==> src/rtl/pending_encoder_32x5_if.sv <==
// Handshake/bus bundle for pending_encoder_32x5.
// master: request producer and index consumer (drives req_i, req_valid_i, ready_i).
// slave:  the encoder (drives out_o, valid_o, pending_o, count_o).
interface pending_encoder_32x5_if;
    logic [31:0] req_i;        // request vector, bit n requests index n
    logic        req_valid_i;  // qualifies req_i for this cycle
    logic        ready_i;      // consumer accepts out_o when valid_o=1
    logic [4:0]  out_o;        // offered index (registered)
    logic        valid_o;      // out_o holds a pending index (registered)
    logic [31:0] pending_o;    // current pending register
    logic [5:0]  count_o;      // popcount of pending_o, 0..32

    modport master (
        output req_i, req_valid_i, ready_i,
        input  out_o, valid_o, pending_o, count_o
    );

    modport slave (
        input  req_i, req_valid_i, ready_i,
        output out_o, valid_o, pending_o, count_o
    );
endinterface

==> src/rtl/pending_encoder_32x5.sv <==
// Purpose: collects multi-hot 32-bit requests, serialises them as 5-bit indices over valid/ready.
// Latency: request captured on edge t is offered (valid_o=1) right after edge t when pending was empty.
// Backpressure: offer held stable while ready_i=0; one index per cycle with ready_i held high.
//
// Ports: clk_i (rising edge), reset_i (async, active-high), bus (slave modport):
//   req_i/req_valid_i in, ready_i in, out_o/valid_o out (registered),
//   pending_o out (registered), count_o out (combinational popcount of pending_o).
// Build option: ENCODER_RR_EN selects round-robin search starting after the last
//   accepted index; when undefined, the lowest pending index wins.
module pending_encoder_32x5 #(
    parameter int WIDTH = 32,
    parameter int IDX_W = 5
) (
    input  logic                  clk_i,
    input  logic                  reset_i,
    pending_encoder_32x5_if.slave bus
);

    // valid_o is the state register itself: OFFER <=> valid_o=1
    typedef enum logic {
        IDLE  = 1'b0,
        OFFER = 1'b1
    } state_t;

    state_t             state_q, state_d;
    logic [WIDTH-1:0]   pending_q, pending_d;
    logic [WIDTH-1:0]   clear_mask, set_mask;
    logic [IDX_W-1:0]   out_q, out_d;
    logic [IDX_W-1:0]   pick_idx;
    logic               pick_vld;
    logic               accept;
    logic [IDX_W:0]     count;

    assign accept = (state_q == OFFER) && bus.ready_i;

    always_comb begin
        clear_mask = '0;
        if (accept) begin
            clear_mask[out_q] = 1'b1;
        end
    end

    assign set_mask = bus.req_valid_i ? bus.req_i : '0;

    // Set is ORed after the clear, so a re-request of the accepted bit keeps it pending
    assign pending_d = (pending_q & ~clear_mask) | set_mask;

`ifdef ENCODER_RR_EN
    logic [IDX_W-1:0] last_q;
    logic [IDX_W-1:0] start_idx;
    logic [IDX_W-1:0] cand;

    assign start_idx = last_q + 1'b1;

    // Scan offsets from high to low so the smallest offset from start_idx wins;
    // the 5-bit add wraps past 31 back to 0.
    always_comb begin
        pick_vld = 1'b0;
        pick_idx = '0;
        cand     = '0;
        for (int i = WIDTH - 1; i >= 0; i--) begin
            cand = start_idx + IDX_W'(i);
            if (pending_d[cand]) begin
                pick_vld = 1'b1;
                pick_idx = cand;
            end
        end
    end

    always_ff @(posedge clk_i or posedge reset_i) begin
        if (reset_i) begin
            last_q <= '0;
        end else if (accept) begin
            last_q <= out_q;
        end
    end
`else
    // Fixed priority: scanning downwards leaves the lowest set index in pick_idx
    always_comb begin
        pick_vld = 1'b0;
        pick_idx = '0;
        for (int i = WIDTH - 1; i >= 0; i--) begin
            if (pending_d[i]) begin
                pick_vld = 1'b1;
                pick_idx = IDX_W'(i);
            end
        end
    end
`endif

    // Next-state / next-offer. pick_idx is 0 when nothing is pending, which
    // keeps out_o at 0 whenever valid_o drops.
    always_comb begin
        state_d = state_q;
        out_d   = out_q;
        case (state_q)
            IDLE: begin
                state_d = pick_vld ? OFFER : IDLE;
                out_d   = pick_idx;
            end
            OFFER: begin
                // Without an accept the offer is held; a newer lower-index
                // request waits its turn.
                if (accept) begin
                    state_d = pick_vld ? OFFER : IDLE;
                    out_d   = pick_idx;
                end
            end
            default: begin
                state_d = IDLE;
                out_d   = '0;
            end
        endcase
    end

    always_ff @(posedge clk_i or posedge reset_i) begin
        if (reset_i) begin
            state_q   <= IDLE;
            out_q     <= '0;
            pending_q <= '0;
        end else begin
            state_q   <= state_d;
            out_q     <= out_d;
            pending_q <= pending_d;
        end
    end

    always_comb begin
        count = '0;
        for (int i = 0; i < WIDTH; i++) begin
            count = count + {{IDX_W{1'b0}}, pending_q[i]};
        end
    end

    assign bus.out_o     = out_q;
    assign bus.valid_o   = (state_q == OFFER);
    assign bus.pending_o = pending_q;
    assign bus.count_o   = count;

endmodule

==> src/flat_wrapper.sv <==
// flat-port wrapper written by rule: the top's interface ports become plain ports
module pending_encoder_32x5_flat 
#(
    parameter int WIDTH = 32,
    parameter int IDX_W = 5
)
  (clk_i, reset_i, bus_req_i, bus_req_valid_i, bus_ready_i, bus_out_o, bus_valid_o, bus_pending_o, bus_count_o);
  pending_encoder_32x5_if bus_i ();
  input  logic clk_i;
  input  logic reset_i;
  input wire logic [$bits(bus_i.req_i)-1:0] bus_req_i;
  input wire logic [$bits(bus_i.req_valid_i)-1:0] bus_req_valid_i;
  input wire logic [$bits(bus_i.ready_i)-1:0] bus_ready_i;
  output wire logic [$bits(bus_i.out_o)-1:0] bus_out_o;
  output wire logic [$bits(bus_i.valid_o)-1:0] bus_valid_o;
  output wire logic [$bits(bus_i.pending_o)-1:0] bus_pending_o;
  output wire logic [$bits(bus_i.count_o)-1:0] bus_count_o;
  assign bus_i.req_i = bus_req_i;
  assign bus_i.req_valid_i = bus_req_valid_i;
  assign bus_i.ready_i = bus_ready_i;
  assign bus_out_o = bus_i.out_o;
  assign bus_valid_o = bus_i.valid_o;
  assign bus_pending_o = bus_i.pending_o;
  assign bus_count_o = bus_i.count_o;
  pending_encoder_32x5 #(.WIDTH(WIDTH), .IDX_W(IDX_W)) u_core (.clk_i(clk_i), .reset_i(reset_i), .bus(bus_i));
endmodule
==> config.mk <==
export PLATFORM = sky130hd
export DESIGN_NAME = pending_encoder_32x5_flat
export DESIGN_NICKNAME = d
export VERILOG_FILES = /design/src/rtl/pending_encoder_32x5_if.sv /design/src/rtl/pending_encoder_32x5.sv /design/src/flat_wrapper.sv
export SDC_FILE = /design/constraint.sdc
export NUM_CORES = 1
export LEC_CHECK = 0
export CAP_MARGIN = 40
export CORE_ASPECT_RATIO = 0.5
export CORE_MARGIN = 8
export CORE_UTILIZATION = 49
export DETAILED_ROUTE_END_ITERATION = 6
export PLACE_DENSITY = 0.77
export SLEW_MARGIN = 5
export SYNTH_ARGS = -nofsm -noshare
export SYNTH_HDL_FRONTEND = slang
export SYNTH_SLANG_ARGS = --single-unit
==> constraint.sdc <==
create_clock -name clk_i -period 7.95 [get_ports clk_i]
set_input_delay 1.1925 -clock clk_i [delete_from_list [all_inputs] [get_ports clk_i]]
set_output_delay 1.1925 -clock clk_i [all_outputs]
set_load 0.01 [all_outputs]
==> results.toml <==
[logic_synthesis]
synthCells = 305
synth_flop_cell = "dfrtp_1"
yosysMostFrequentCell = "nand2_1"
synth_common_cells = "nand2_1, inv_1, dfrtp_1"
synth_adder_area_share_pct = 20.22
synthArstFlopShare_pct = 100.0
synthXorXnorAreaFrac_pct = 0.9150
synth_compound_area_share_pct = 17.78
yosysSeqAreaShare_pct = 33.12
synth_top_cell_by_area = "dfrtp_1"
ys_types = 55
yosysWarnings = 0
ys_ff_latch = 38
synth_top_cell_area_share_pct = 33.12
synth_mux_area_share_pct = 0
synth-simple-area-share_pct = 20.61
synthesis.area_um2 = 2872
syn_avg_cell_area_um2 = 9.415
synth_edf_count = 0
synthTopCellsByArea = "dfrtp_1, fa_1, nand2_1"
syn_nets = 373
synth_top_family_by_area = "simple AND/OR/NAND/NOR gates"

[job]
maxCapViolations = 0

[clock_tree]
cts_hold_buf = 0
postCtsSetupBuffers = 0
cts_resized = 0
cts_sinks = 38
cts_max_path_buffers = 2
path_clk_slew_ns = 0.06
cts_made_buffers = 5
cts_tree = "done"
clk_latency_ns = 0.28
htreeDepth = 2
cts-root-buf = "clkbuf_16"

[sta]
fin_crit_ns = 7.021
fin_tns_setup_ns = 0
final.period_utilization_pct = 88.32
tightestPinTransition_ns = 0.6089
fmax_ghz = 0.1424
rsz0062_at_grt = "false"
final-hold-violation-count = 0
slew_headroom_pct = 59.10
setup_viol = 0
clock_skew_ns = 0.005647
hold_slack_ns = 0.5756
maxSlewViolCount = 0

[worst_setup_path]
cp_top_family = "adder cells"
slowest_stage = "fa_1"
critPathArrivalTime_ns = 5.83
crit_fanout = 3
critPathMaxStageDelay_ns = 0.55
critPathBufInv = 3
cp-start-kind = "register"
path_common_cell = "fa_1"
path_cells = "ha_1 -> inv_1 -> fa_1 -> fa_1 -> fa_1 -> fa_1 -> fa_1 -> fa_1 -> inv_1 -> fa_1 -> fa_1 -> a21o_1 -> a21oi_1 -> xnor2_1 -> clkdlybuf4s50_1"
required_ns = 6.76
path_class = "register to primary output"
cp-end-kind = "primary output"

[routing]
antenna_left = 0
wl_mm = 9.027
vias = 2639
via_per_inst = 5.737
drt_iter0_drc = 322
wl_per_cell_um = 19.62
firstDrtPassIters = 5
drc = 0

[run_status]
outcome = "finished clean"

[finish]
fillers = 433
num_antenna_cells = 0
nets = 455
drive_gt1_share_pct = 5.426
multiInputGateArea_um2 = 1709
ff_latch_area_um2 = 950.9
synthToLayoutAreaGrowth_pct = 34.47
fin_cells = 460

[global_routing]
grt_pass1_wl_mm = 14.53
grt_pass1_vias = 2772
gr-total-overflow = 0
antenna_found_initial = 0
grt_use_total_pct = 20.62
grt_max_degree = 39

[die]
ios = 80
die_x_um = 124.3
die_area_um2 = 8714
die_h_um = 70.13
start_util_pct = 51.62
core_area_um2 = 5563
std_cell_rows = 19

[pwr]
max-vdd-ir-drop_mv = 0.3191
p_leak_nw = 1.617
powerDensity_nw_per_um2 = 220.5

[place]
placed_cells = 453
gp_congestion = 0.8565
port_buffers = 79
dp_hpwl_mm = 7.165

[worst_hold_path]
min_path_type = "register to register"
[cell families (layout without fill, tap and decap cells)]
family / Yosys count / count (layout)
buf+inv: 51 / 133
fa+ha+maj: 32 / 32
simple gates: 109 / 109
compound gates: 72 / 72
xor+xnor: 3 / 3
flops: 38 / 38
[metal layers]
layer	up-vias	wire length [µm]	track usage (%)	part of all wire [%]
met5	-	0	0	0
met4	0	51	2.781	0.56
met3	6	834	6.777	9.2
met2	118	4204	34.49	47
met1	1301	3937	25.99	44
li1	1214	-	-	-
[worst min-delay path, cell delays in order, from the launching register on]
cell and delay, ns:
dfrtp_1 0.40, o41ai_2 0.08, nand2_1 0.05
[metrics by stage]
stage          total power [W]  utilization (%)  setup slack [ns]  area, µm²
2_1_floorplan        0.0004651                -             1.817       2872
3_3_place_gp         0.0006522            66.98             1.260       3726
3_5_place_dp         0.0006707            66.98             1.224       3726
4_1_cts              0.0008622            69.41            0.8932       3861
5_1_grt              0.0009131            69.41            0.6837       3861
6_report             0.0008513            69.41            0.9288       3861
[power by group]
group	internal [W]	switching, W	leakage, nW	total (W)
Clock	0.000113	0.0000753	0.0694	0.000188
Combinational	0.000244	0.000208	1.18	0.000451
Sequential	0.000201	0.0000108	0.362	0.000211
Total	0.000557	0.000294	1.62	0.000851
[final timing paths]
kind / slack (ns) / endpoint / depth (start not counted) / start
max: 0.93 / bus_count_o[4] / 15 / u_core.bus.pending_o[0]
min: 0.58 / u_core.bus.pending_o[1] / 2 / u_core.bus.pending_o[1]
max reg2reg: 5.32 / u_core.bus.valid_o / 7 / u_core.bus.out_o[1]
min reg2reg: 0.58 / u_core.bus.pending_o[1] / 2 / u_core.bus.pending_o[1]
max in group asynchronous: 6.26 / u_core.bus.pending_o[14] / 3 / reset_i
min in group asynchronous: 1.34 / u_core.bus.valid_o / 3 / reset_i
[state kept, by name, summed over array words and instances, names as in the netlist]
signal and cells:
u_core.bus.valid_o 1, u_core.bus.pending_o 32, u_core.bus.out_o 5
[placed cells by master (no fill, tap or decap), types with 4 or more instances in the layout]
cell,instances
nand3b_1,4
clkdlybuf4s50_1,79
nand2b_1,8
ha_1,8
a21bo_2,4
a22o_1,8
dfrtp_1,38
nor2b_1,5
fa_1,24
nand4_1,4
a21oi_1,10
nor3_1,8
inv_1,44
nand2_1,46
clkbuf_16,5
o21ai_0,21
nor2_1,9
[layout make-up]
| cell class | count | area share (%) |
|---|---|---|
| multi-input combinational | 216 | 44.26 |
| sequential | 38 | 24.63 |
| timing repair buffer | 81 | 20.87 |
| inverter | 45 | 4.375 |
| clock buffer | 5 | 3.240 |
| tap | 73 | 2.366 |
| clock inverter | 2 | 0.2592 |
Power figures use the tool's default switching activity.
